[src/rtl/dv_word_packer.sv]
// dv_word_packer: packs PACK_N sampled bytes little-endian into words, flushes partial words
// after an idle timeout, and queues words in a small FIFO with sticky overflow.
module dv_word_packer #(
  parameter int PACK_N  = 4,
  parameter int TIMEOUT = 16,
  parameter int DEPTH   = 4,
  localparam int W      = 8 * PACK_N,
  localparam int LW     = $clog2(PACK_N) + 1
) (
  input  logic          sclk,
  input  logic          rst_n,
  input  logic          i_dv,
  input  logic [7:0]    i_data,
  output logic          o_word_vld,
  output logic [W-1:0]  o_word,
  output logic [LW-1:0] o_word_len,
  input  logic          i_word_rdy,
  output logic          o_ovf,
  input  logic          i_ovf_clr
);
  localparam int CW = $clog2(PACK_N);
  localparam int IW = $clog2(TIMEOUT + 1);
  localparam int PW = $clog2(DEPTH);
  localparam int NW = $clog2(DEPTH + 1);
  localparam logic [CW-1:0] LAST_LANE = CW'(PACK_N - 1);
  localparam logic [IW-1:0] TMO_LAST  = IW'(TIMEOUT - 1);
  localparam logic [NW-1:0] FULL      = NW'(DEPTH);

  typedef enum logic {S_IDLE, S_FILL} state_t;

  state_t          r_state;
  logic [CW-1:0]   r_pack_cnt;
  logic [W-1:0]    r_pack_reg;
  logic [IW-1:0]   r_idle_cnt;
  logic [W-1:0]    r_mem_word [DEPTH];
  logic [LW-1:0]   r_mem_len  [DEPTH];
  logic [PW-1:0]   r_wr_ptr, r_rd_ptr;
  logic [NW-1:0]   r_count;
  logic            r_ovf;

  logic            w_done, w_tmo, w_push, w_pop, w_wr;
  logic [W-1:0]    w_push_word;
  logic [LW-1:0]   w_push_len;

  assign w_done      = r_state == S_FILL && i_dv && r_pack_cnt == LAST_LANE;
  assign w_tmo       = r_state == S_FILL && !i_dv && r_idle_cnt == TMO_LAST;
  assign w_push      = w_done | w_tmo;
  assign w_push_word = w_done ? {i_data, r_pack_reg[W-9:0]} : r_pack_reg;
  assign w_push_len  = w_done ? LW'(PACK_N) : {1'b0, r_pack_cnt};
  assign w_pop       = r_count != '0 && i_word_rdy;
  assign w_wr        = w_push && (r_count != FULL || w_pop);

  assign o_word_vld  = r_count != '0;
  assign o_word      = r_mem_word[r_rd_ptr];
  assign o_word_len  = r_mem_len[r_rd_ptr];
  assign o_ovf       = r_ovf;

  // A new word starts from a cleared register, so unused upper lanes read as zero on a flush.
  always_ff @(posedge sclk or negedge rst_n) begin
    if (!rst_n) begin
      r_state    <= S_IDLE;
      r_pack_cnt <= '0;
      r_pack_reg <= '0;
      r_idle_cnt <= '0;
    end else if (r_state == S_IDLE) begin
      r_idle_cnt <= '0;
      if (i_dv) begin
        r_pack_reg <= {{(W-8){1'b0}}, i_data};
        r_pack_cnt <= CW'(1);
        r_state    <= S_FILL;
      end
    end else if (i_dv) begin
      r_idle_cnt <= '0;
      if (w_done) begin
        r_pack_cnt <= '0;
        r_state    <= S_IDLE;
      end else begin
        r_pack_reg[8*r_pack_cnt +: 8] <= i_data;
        r_pack_cnt <= r_pack_cnt + CW'(1);
      end
    end else if (w_tmo) begin
      r_idle_cnt <= '0;
      r_pack_cnt <= '0;
      r_state    <= S_IDLE;
    end else begin
      r_idle_cnt <= r_idle_cnt + IW'(1);
    end
  end

  always_ff @(posedge sclk or negedge rst_n) begin
    if (!rst_n) begin
      for (int i = 0; i < DEPTH; i++) begin
        r_mem_word[i] <= '0;
        r_mem_len[i]  <= '0;
      end
      r_wr_ptr <= '0;
      r_rd_ptr <= '0;
      r_count  <= '0;
      r_ovf    <= 1'b0;
    end else begin
      if (w_wr) begin
        r_mem_word[r_wr_ptr] <= w_push_word;
        r_mem_len[r_wr_ptr]  <= w_push_len;
        r_wr_ptr             <= r_wr_ptr + PW'(1);
      end
      if (w_pop) r_rd_ptr <= r_rd_ptr + PW'(1);
      r_count <= r_count + NW'(w_wr) - NW'(w_pop);
      if (w_push && !w_wr) r_ovf <= 1'b1;
      else if (i_ovf_clr) r_ovf <= 1'b0;
    end
  end
endmodule

[config.mk]
export PLATFORM = sky130hd
export DESIGN_NAME = dv_word_packer
export DESIGN_NICKNAME = d
export VERILOG_FILES = /design/src/rtl/dv_word_packer.sv
export SDC_FILE = /design/constraint.sdc
export NUM_CORES = 1
export LEC_CHECK = 0
export CAP_MARGIN = 25
export CORE_ASPECT_RATIO = 1.2
export CORE_UTILIZATION = 48
export CTS_CLUSTER_DIAMETER = 80
export DETAILED_ROUTE_END_ITERATION = 6
export PLACE_DENSITY_LB_ADDON = 0.2
export SLEW_MARGIN = 0
export SYNTH_ARGS = -nofsm -noshare
export SYNTH_HDL_FRONTEND = slang
export SYNTH_SLANG_ARGS = --single-unit
[constraint.sdc]
create_clock -name sclk -period 7.2 [get_ports sclk]
set_input_delay 0.72 -clock sclk [delete_from_list [all_inputs] [get_ports sclk]]
set_output_delay 0.72 -clock sclk [all_outputs]
set_load 0.05 [all_outputs]
==> impl_results.html, run 1 <==
<table>
<tr><th>Metric</th><th>Value</th></tr>
<tr><th colspan="2">Power</th></tr>
<tr><td>Net switching share of the total power</td><td>0.366</td></tr>
<tr><td>Post-route total power</td><td>0.00434 W</td></tr>
<tr><td>LEAKAGE</td><td>approximately 4.4 nW</td></tr>
<tr><td>Clock power frac</td><td>0.229</td></tr>
<tr><td>Switching component of the power</td><td>0.00159 W</td></tr>
<tr><td>Maximum VDD drop</td><td>0.265 mV</td></tr>
<tr><td>Internal power of the cells</td><td>~0.0028 W</td></tr>
<tr><td>Logic pwr share</td><td>0.380</td></tr>
<tr><td>Pwr dens</td><td>443 mW/mm^2</td></tr>
<tr><td>Reg power frac</td><td>0.391</td></tr>
<tr><th colspan="2">Clock network</th></tr>
<tr><td>Clock buffer depth</td><td>2</td></tr>
<tr><td>Hold-fix buffers at CTS</td><td>0</td></tr>
<tr><td>Buffers inserted by post-CTS timing repair</td><td>0</td></tr>
<tr><td>Clock transition at the registers of the reported paths</td><td>70 ps</td></tr>
<tr><td>Total of cells resized after clock tree synthesis</td><td>0</td></tr>
<tr><td>TritonCTS clock tree</td><td>built</td></tr>
<tr><td>Root cell of the clock tree</td><td>sky130_fd_sc_hd__clkbuf_16</td></tr>
<tr><td>H-tree levels</td><td>4</td></tr>
<tr><td>Num CTS Buffers</td><td>17</td></tr>
<tr><td>CTS sink cnt</td><td>188</td></tr>
<tr><td>Clock network latency to the later pin of the worst-skew pair</td><td>around 430 ps</td></tr>
<tr><th colspan="2">Setup path</th></tr>
<tr><td>Worst Path Max Fanout</td><td>22</td></tr>
<tr><td>Kind of critical path</td><td>flop to output pin</td></tr>
<tr><td>End of the worst register-to-register path</td><td>r_count[2]</td></tr>
<tr><td>Data arrival at the endpoint of the critical path</td><td>~3100 ps</td></tr>
<tr><td>Startpoint class of the critical path</td><td>flop</td></tr>
<tr><td>Required time reported for the critical path endpoint</td><td>between 6000 and 7000 ps</td></tr>
<tr><td>Slowest cell on the critical path</td><td>sky130_fd_sc_hd__dfrtp_2</td></tr>
<tr><td>Element type at the critical path end</td><td>output pin</td></tr>
<tr><td>Setup slack of the worst register-to-register path</td><td>roughly 4300 ps</td></tr>
<tr><td>Number of cells on the worst reg-to-reg path</td><td>10</td></tr>
<tr><td>Critical path cell sequence</td><td>buf_4 &gt; mux4_2 &gt; clkdlybuf4s50_1</td></tr>
<tr><td>Largest stage delay, worst path</td><td>770 ps</td></tr>
<tr><td>Worst reg2reg startpoint</td><td>r_pack_cnt[0]</td></tr>
<tr><th colspan="2">STA</th></tr>
<tr><td>Setup slack after layout</td><td>3400 ps</td></tr>
<tr><td>Unrepaired setup endpoints after global routing</td><td>false</td></tr>
<tr><td>Fmax</td><td>~0.26 GHz</td></tr>
<tr><td>Worst slew pin tran</td><td>994 ps</td></tr>
<tr><td>Final count of hold timing violations</td><td>0</td></tr>
<tr><td>Layout Skew</td><td>8.12 ps</td></tr>
<tr><td>Final Max Tran Viols</td><td>0</td></tr>
<tr><td>Portion of the clock cycle consumed by the worst path in the final layout</td><td>0.527</td></tr>
<tr><td>Minimum clock period</td><td>around 3800 ps</td></tr>
<tr><td>Final sum of negative setup slack</td><td>0 ps</td></tr>
<tr><td>Worst slew slack as a fraction of its limit</td><td>0.337</td></tr>
<tr><td>Number of setup violations in the final report</td><td>0</td></tr>
<tr><th colspan="2">Final layout</th></tr>
<tr><td>Net count of the finished layout</td><td>601</td></tr>
<tr><td>Layout Area Growth over Synthesis</td><td>13.3%</td></tr>
<tr><td>Layout cells sized above 1</td><td>0.311</td></tr>
<tr><td>Diode count</td><td>0</td></tr>
<tr><td>Count of filler cells inserted in the layout</td><td>1,375</td></tr>
<tr><td>Count of non-filler cells in the finished layout</td><td>808</td></tr>
<tr><td>Flip-flop count of the largest register after layout</td><td>128</td></tr>
<tr><th colspan="2">Synthesis</th></tr>
<tr><td>Syn Nets</td><td>559</td></tr>
<tr><td>Mean cell area of the mapped netlist</td><td>approximately 16 sq um</td></tr>
<tr><td>Flip-flop cell with the highest count after synthesis</td><td>sky130_fd_sc_hd__dfrtp_1</td></tr>
<tr><td>Unique masters post-synth</td><td>47</td></tr>
<tr><td>Async set-or-reset flop fraction in the synthesized netlist</td><td>1.00</td></tr>
<tr><td>Share of the yosys chip area belonging to registers</td><td>0.544</td></tr>
<tr><td>Flops &amp; latches, synth</td><td>188</td></tr>
<tr><td>Number of enable-type register cells in the synthesized netlist</td><td>0</td></tr>
<tr><td>Syn Inst Count</td><td>533</td></tr>
<tr><td>Cell area after synthesis</td><td>around 0.0086 sq mm</td></tr>
<tr><td>Yosys synthesis warning count</td><td>0</td></tr>
<tr><th colspan="2">Global routing</th></tr>
<tr><td>Total GRT Usage</td><td>0.209</td></tr>
<tr><td>Global-route wire length before repair</td><td>around 30,000 um</td></tr>
<tr><td>Maximum number of pins on one net before global-route repair</td><td>102</td></tr>
<tr><td>Initial antenna violation count</td><td>0</td></tr>
<tr><td>Vias in the first global route</td><td>roughly 5,300</td></tr>
<tr><td>Final global-route overflow total</td><td>0</td></tr>
<tr><th colspan="2">Detailed routing</th></tr>
<tr><td>Final wirelength</td><td>18,000 um</td></tr>
<tr><td>Antenna-violating nets left</td><td>0</td></tr>
<tr><td>Via Count</td><td>roughly 4,800</td></tr>
<tr><td>Mean routed wirelength per cell</td><td>around 22 um</td></tr>
<tr><td>First drt pass iteration count</td><td>4</td></tr>
<tr><td>Number of DRC violations after detailed-routing iteration 0</td><td>310</td></tr>
<tr><td>Via count normalized by instance count</td><td>roughly 6.0</td></tr>
<tr><td>Post-route DRC</td><td>0</td></tr>
<tr><th colspan="2">Die</th></tr>
<tr><td>Die height</td><td>149 um</td></tr>
<tr><td>Std cell rows</td><td>between 50 and 60</td></tr>
<tr><td>Number of placed I/O pins</td><td>50</td></tr>
<tr><td>Die W</td><td>125 um</td></tr>
<tr><td>Total Die Area</td><td>0.0186 sq mm</td></tr>
<tr><td>Initial Utilization</td><td>0.492</td></tr>
<tr><td>Core region area</td><td>0.0176 sq mm</td></tr>
<tr><th colspan="2">Outcome</th></tr>
<tr><td>Result of the run</td><td>finished, final reports clean</td></tr>
<tr><th colspan="2">Run</th></tr>
<tr><td>Number of maximum-capacitance violations</td><td>0</td></tr>
<tr><th colspan="2">Placed design</th></tr>
<tr><td>Half-perimeter wire length of the detailed placement result</td><td>11,100 um</td></tr>
<tr><td>Placed Instances</td><td>775</td></tr>
<tr><td>Count of buffers inserted at the top-level ports</td><td>49</td></tr>
<tr><td>Worst setup slack before clock tree synthesis</td><td>3480 ps</td></tr>
<tr><td>Routability cong.</td><td>0.759</td></tr>
<tr><th colspan="2">Hold path</th></tr>
<tr><td>Hold Crit Class</td><td>input port to asynchronous set/reset pin</td></tr>
</table>
per-stage QoR:
stage	area, sq um	hold slack (ps)	util
after CTS	9770	420	0.556
after floorplan	8650	424	-
after global routing	9800	465	0.558
final	9800	397	0.558
after global placement	9150	459	0.521
after detailed placement	9150	470	0.521
cell families after synthesis:
group,synth area share
buffers and inverters,0.0393
adder cells (fa/ha/maj),0.0197
AND/OR/NAND/NOR,0.0407
XOR/XNOR,0.00709
flip-flops,0.544
AO/OA/AOI/OAI,0.0984
multiplexers,0.251
layer usage:
metal  wire [um]  vias up  GRT usage
li1            -     2106          -
met1        8290     2606      0.281
met2        8890       89      0.338
met3         571       21     0.0441
met4         265        0     0.0753
met5           0        -          0
cell type report:
type | count | area (sq um) | share of cell area
Timing Repair Buffer | 54 | 549 | 0.0560
Clock inverter | 14 | 193 | 0.0197
Clock buffer | 18 | 429 | 0.0438
Inverter | 12 | 45.0 | 0.00460
Tap cell | 220 | 275 | 0.0281
Multi-Input combinational cell | 302 | 3600 | 0.368
Sequential cell | 188 | 4710 | 0.480
worst max path at each step:
stage | from | to | slack [ps] | cells after the start
after floorplan | i_dv | r_count[2] | 4190 | 13
after global placement | i_dv | r_count[2] | 3550 | 11
after detailed placement | i_dv | r_count[2] | 3480 | 11
after CTS | r_rd_ptr[0] | o_word[6] | 3320 | 3
after global routing | r_rd_ptr[0] | o_word_len[2] | 3230 | 3
final | r_rd_ptr[0] | o_word[6] | 3400 | 3
layout by cell type (no fill, tap or decap), types with 2 or more instances in the layout:
master and instances:
sky130_fd_sc_hd__or3_1 2, sky130_fd_sc_hd__clkinvlp_4 3, sky130_fd_sc_hd__nand2_1 5, sky130_fd_sc_hd__nand3_1 3, sky130_fd_sc_hd__and2_1 5, sky130_fd_sc_hd__o21ai_0 9, sky130_fd_sc_hd__mux4_2 35, sky130_fd_sc_hd__o2bb2ai_1 32
sky130_fd_sc_hd__inv_6 3, sky130_fd_sc_hd__nand2_4 3, sky130_fd_sc_hd__clkdlybuf4s50_1 48, sky130_fd_sc_hd__mux2_2 16, sky130_fd_sc_hd__nor3_1 3, sky130_fd_sc_hd__buf_4 4, sky130_fd_sc_hd__ha_1 12, sky130_fd_sc_hd__xnor2_1 5
sky130_fd_sc_hd__xor2_1 2, sky130_fd_sc_hd__o21ai_1 3, sky130_fd_sc_hd__mux2_4 80, sky130_fd_sc_hd__bufinv_16 4, sky130_fd_sc_hd__nor2_8 4, sky130_fd_sc_hd__a32o_1 8, sky130_fd_sc_hd__o21ai_2 4, sky130_fd_sc_hd__nand4b_1 2
sky130_fd_sc_hd__a22o_1 32, sky130_fd_sc_hd__nor2_1 7, sky130_fd_sc_hd__nand4_1 2, sky130_fd_sc_hd__clkbuf_16 17, sky130_fd_sc_hd__a22oi_1 8, sky130_fd_sc_hd__inv_1 12, sky130_fd_sc_hd__clkinv_2 3, sky130_fd_sc_hd__dfrtp_1 187
sky130_fd_sc_hd__o22ai_1 2, sky130_fd_sc_hd__nor2b_1 4
worst max-delay path, delay by kind of cell (launching register included):
kind                   cells  cell delay, ps
buffers and inverters      2            1260
multiplexers               1             600
flip-flops                 1             770
cells in the mapped netlist, types with 7 or more instances:
cell type | instances | area share
sky130_fd_sc_hd__a22o_1 | 32 | 0.032
sky130_fd_sc_hd__a22oi_1 | 8 | 0.0069
sky130_fd_sc_hd__a32o_1 | 8 | 0.0093
sky130_fd_sc_hd__buf_12 | 8 | 0.019
sky130_fd_sc_hd__buf_2 | 9 | 0.0052
sky130_fd_sc_hd__clkbuf_1 | 7 | 0.0030
sky130_fd_sc_hd__dfrtp_1 | 188 | 0.54
sky130_fd_sc_hd__ha_1 | 12 | 0.017
sky130_fd_sc_hd__inv_1 | 12 | 0.0052
sky130_fd_sc_hd__mux2_2 | 16 | 0.021
sky130_fd_sc_hd__mux2_4 | 80 | 0.14
sky130_fd_sc_hd__mux4_2 | 35 | 0.091
sky130_fd_sc_hd__nor2_1 | 7 | 0.0030
sky130_fd_sc_hd__o21ai_0 | 9 | 0.0052
sky130_fd_sc_hd__o2bb2ai_1 | 32 | 0.032
power groups by stage:
stage | sequential (W) | clock (W) | combinational, W
finish | 0.00170 | 0.000995 | 0.00165
detailed placement | 0.00171 | 0 | 0.00166
CTS | 0.00170 | 0.00102 | 0.00167
global placement | 0.00168 | 0 | 0.00164
global route | 0.00175 | 0.00105 | 0.00175
floorplan | 0.00156 | 0 | 0.00135
Note: power is estimated with default switching activity, not from simulation.
==> inputs of run 2 (changes only) <==
==> constraint.sdc (replaced) <==
create_clock -name sclk -period 3.45 [get_ports sclk]
set_input_delay 0.345 -clock sclk [delete_from_list [all_inputs] [get_ports sclk]]
set_output_delay 0.345 -clock sclk [all_outputs]
set_load 0.05 [all_outputs]
==> run 2 against run 1 <==
Compared with the run above: routed wire length rose by 2.4%; utilization increased by 0.67 points; critical path type unchanged; count of clock-buffer cells in the layout increased by 3; largest power group is now combinational logic; total power up 110%; first-iteration DRC count fell by 0.65%; via count is 0.35% lower; register-to-register slack lost 3700 ps.
==> impl_results.html, run 2 (synthesized netlist as in run 1, its figures left out) <==
<table>
<tr><th>Metric</th><th>Value</th></tr>
<tr><th colspan="2">Setup path</th></tr>
<tr><td>Startpoint class of the critical path</td><td>flop</td></tr>
<tr><td>Worst Path Max Fanout</td><td>27 (+23%)</td></tr>
<tr><td>Element type at the critical path end</td><td>output pin</td></tr>
<tr><td>Data arrival at the endpoint of the critical path</td><td>2680 ps (-400 ps)</td></tr>
<tr><td>Required time reported for the critical path endpoint</td><td>3110 ps (-3370 ps)</td></tr>
<tr><td>Setup slack of the worst register-to-register path</td><td>590 ps (-3680 ps)</td></tr>
<tr><td>Kind of critical path</td><td>flop to output pin</td></tr>
<tr><th colspan="2">Die</th></tr>
<tr><td>Die height</td><td>149 um (unchanged)</td></tr>
<tr><td>Core region area</td><td>0.0176 sq mm (unchanged)</td></tr>
<tr><td>Die W</td><td>125 um (unchanged)</td></tr>
<tr><td>Std cell rows</td><td>53 (unchanged)</td></tr>
<tr><td>Total Die Area</td><td>0.0186 sq mm (unchanged)</td></tr>
<tr><td>Initial Utilization</td><td>0.492 (unchanged)</td></tr>
<tr><td>Number of placed I/O pins</td><td>50 (unchanged)</td></tr>
<tr><th colspan="2">Clock network</th></tr>
<tr><td>CTS sink cnt</td><td>188 (unchanged)</td></tr>
<tr><td>Clock network latency to the later pin of the worst-skew pair</td><td>430 ps (about the same)</td></tr>
<tr><td>Num CTS Buffers</td><td>17 (unchanged)</td></tr>
<tr><td>Root cell of the clock tree</td><td>sky130_fd_sc_hd__clkbuf_16</td></tr>
<tr><td>Hold-fix buffers at CTS</td><td>1 (+1)</td></tr>
<tr><td>Total of cells resized after clock tree synthesis</td><td>0 (unchanged)</td></tr>
<tr><td>Clock buffer depth</td><td>2 (unchanged)</td></tr>
<tr><td>H-tree levels</td><td>4 (unchanged)</td></tr>
<tr><td>Buffers inserted by post-CTS timing repair</td><td>0 (unchanged)</td></tr>
<tr><td>Clock transition at the registers of the reported paths</td><td>70 ps (about the same)</td></tr>
<tr><td>TritonCTS clock tree</td><td>built</td></tr>
<tr><th colspan="2">Detailed routing</th></tr>
<tr><td>Number of DRC violations after detailed-routing iteration 0</td><td>308 (-0.65%)</td></tr>
<tr><td>First drt pass iteration count</td><td>4 (unchanged)</td></tr>
<tr><td>Final wirelength</td><td>18,500 um (+2.4%)</td></tr>
<tr><td>Antenna-violating nets left</td><td>0 (unchanged)</td></tr>
<tr><td>Via count normalized by instance count</td><td>5.86 (-1.8%)</td></tr>
<tr><td>Post-route DRC</td><td>0 (unchanged)</td></tr>
<tr><td>Mean routed wirelength per cell</td><td>22.5 um (+0.89%)</td></tr>
<tr><td>Via Count</td><td>4,805 (-0.35%)</td></tr>
<tr><th colspan="2">Hold path</th></tr>
<tr><td>Hold Crit Class</td><td>input port to asynchronous set/reset pin</td></tr>
<tr><th colspan="2">Outcome</th></tr>
<tr><td>Result of the run</td><td>finished, final reports clean</td></tr>
<tr><th colspan="2">Power</th></tr>
<tr><td>Pwr dens</td><td>911 mW/mm^2 (+110%)</td></tr>
<tr><td>LEAKAGE</td><td>4.49 nW (+1.5%)</td></tr>
<tr><td>Maximum VDD drop</td><td>0.552 mV (+110%)</td></tr>
<tr><th colspan="2">Placed design</th></tr>
<tr><td>Half-perimeter wire length of the detailed placement result</td><td>11,800 um (+6.3%)</td></tr>
<tr><td>Count of buffers inserted at the top-level ports</td><td>49 (unchanged)</td></tr>
<tr><td>Routability cong.</td><td>0.774 (+1.9%)</td></tr>
<tr><td>Placed Instances</td><td>788 (+1.7%)</td></tr>
<tr><td>Placed Area</td><td>0.00932 sq mm (+1.9%)</td></tr>
<tr><th colspan="2">Final layout</th></tr>
<tr><td>Count of filler cells inserted in the layout</td><td>1,328 (-3.4%)</td></tr>
<tr><td>Fin area</td><td>0.00992 sq mm (+1.2%)</td></tr>
<tr><td>Layout Area Growth over Synthesis</td><td>14.7%</td></tr>
<tr><td>Count of non-filler cells in the finished layout</td><td>820 (+1.5%)</td></tr>
<tr><td>Flip-flop count of the largest register after layout</td><td>128 (unchanged)</td></tr>
<tr><td>Layout cells sized above 1</td><td>0.323 (+0.0121)</td></tr>
<tr><td>Most frequent cells in the layout</td><td>187 x sky130_fd_sc_hd__dfrtp_1, 80 x sky130_fd_sc_hd__mux2_4, 48 x sky130_fd_sc_hd__clkdlybuf4s50_1</td></tr>
<tr><td>Net count of the finished layout</td><td>614 (+2.2%)</td></tr>
<tr><td>Most frequent standard cell in the layout excluding fill and tap cells</td><td>sky130_fd_sc_hd__dfrtp_1</td></tr>
<tr><td>Diode count</td><td>0 (unchanged)</td></tr>
<tr><th colspan="2">Global routing</th></tr>
<tr><td>Initial antenna violation count</td><td>0 (unchanged)</td></tr>
<tr><td>Total GRT Usage</td><td>0.216 (+0.00643)</td></tr>
<tr><td>Global-route wire length before repair</td><td>30,700 um (+3.8%)</td></tr>
<tr><td>Maximum number of pins on one net before global-route repair</td><td>62 (-39%)</td></tr>
<tr><td>Final global-route overflow total</td><td>0 (unchanged)</td></tr>
<tr><td>Vias in the first global route</td><td>5,415 (+2.8%)</td></tr>
<tr><th colspan="2">STA</th></tr>
<tr><td>Minimum clock period</td><td>3030 ps</td></tr>
<tr><td>Final sum of negative setup slack</td><td>0 ps (unchanged)</td></tr>
<tr><td>Worst slew slack as a fraction of its limit</td><td>0.503 (+0.166)</td></tr>
<tr><td>Portion of the clock cycle consumed by the worst path in the final layout</td><td>0.877</td></tr>
<tr><td>Final count of hold timing violations</td><td>0 (unchanged)</td></tr>
<tr><td>Layout Skew</td><td>9.71 ps (+1.59 ps)</td></tr>
<tr><td>Final Max Tran Viols</td><td>0 (unchanged)</td></tr>
<tr><td>Fmax</td><td>0.331 GHz</td></tr>
<tr><td>Unrepaired setup endpoints after global routing</td><td>false</td></tr>
<tr><td>Number of setup violations in the final report</td><td>0 (unchanged)</td></tr>
<tr><td>Worst slew pin tran</td><td>740 ps (-254 ps)</td></tr>
<tr><th colspan="2">Run</th></tr>
<tr><td>Number of maximum-capacitance violations</td><td>0 (unchanged)</td></tr>
</table>
## run 2: routing by layer
metal  share of wire  GRT usage  vias to the layer above
met5               0          0                        -
met4           0.016     0.0765                        0
met3           0.027     0.0402                       20
met2            0.50      0.356                       90
met1            0.46      0.287                     2566
li1                -          -                     2129
## run 2: cell type report
cell class | instances | area (sq um) | area share
multi-input combinational | 302 | 3600 | 0.363
clock buffer | 21 | 470 | 0.0474
inverter | 12 | 45.0 | 0.00454
clock inverter | 10 | 114 | 0.0115
timing repair buffer | 67 | 704 | 0.0710
tap | 220 | 275 | 0.0278
sequential | 188 | 4710 | 0.474
## run 2: where the power goes
group | total (W) | leakage [nW] | internal (W) | switching [W]
Combinational | 0.00361 | 1.67 | 0.00168 | 0.00193
Sequential | 0.00347 | 2.53 | 0.00292 | 0.000554
Clock | 0.00196 | 0.289 | 0.00112 | 0.000834
## run 2: final timing paths
path,start,to,cells past startpoint
setup / recovery,r_rd_ptr[0],o_word[0],3
hold / removal,rst_n,r_mem_word[109],2
setup reg to reg,r_idle_cnt[0],r_count[2],11
hold reg to reg,r_idle_cnt[0],r_idle_cnt[0],1
max in group asynchronous,rst_n,r_mem_len[7],3
min in group sclk,r_idle_cnt[0],r_idle_cnt[0],1
## run 2: worst max-delay path, stage by stage, from the launching register on
cell and delay, ps:
sky130_fd_sc_hd__dfrtp_2 630, sky130_fd_sc_hd__buf_12 320, sky130_fd_sc_hd__mux4_2 580, sky130_fd_sc_hd__clkdlybuf4s50_1 720
## run 2: through the flow
| stage | setup WS [ps] | util | hold WS, ps | power [W] |
|---|---|---|---|---|
| 2_1_floorplan | 801 | - | 49.4 | 0.00607 |
| 3_3_place_gp | 483 | 0.531 | 344 | 0.00700 |
| 3_5_place_dp | 424 | 0.531 | 353 | 0.00712 |
| 4_1_cts | 342 | 0.564 | 472 | 0.00911 |
| 5_1_grt | 289 | 0.564 | 492 | 0.00950 |
| 6_report | 424 | 0.564 | 457 | 0.00904 |
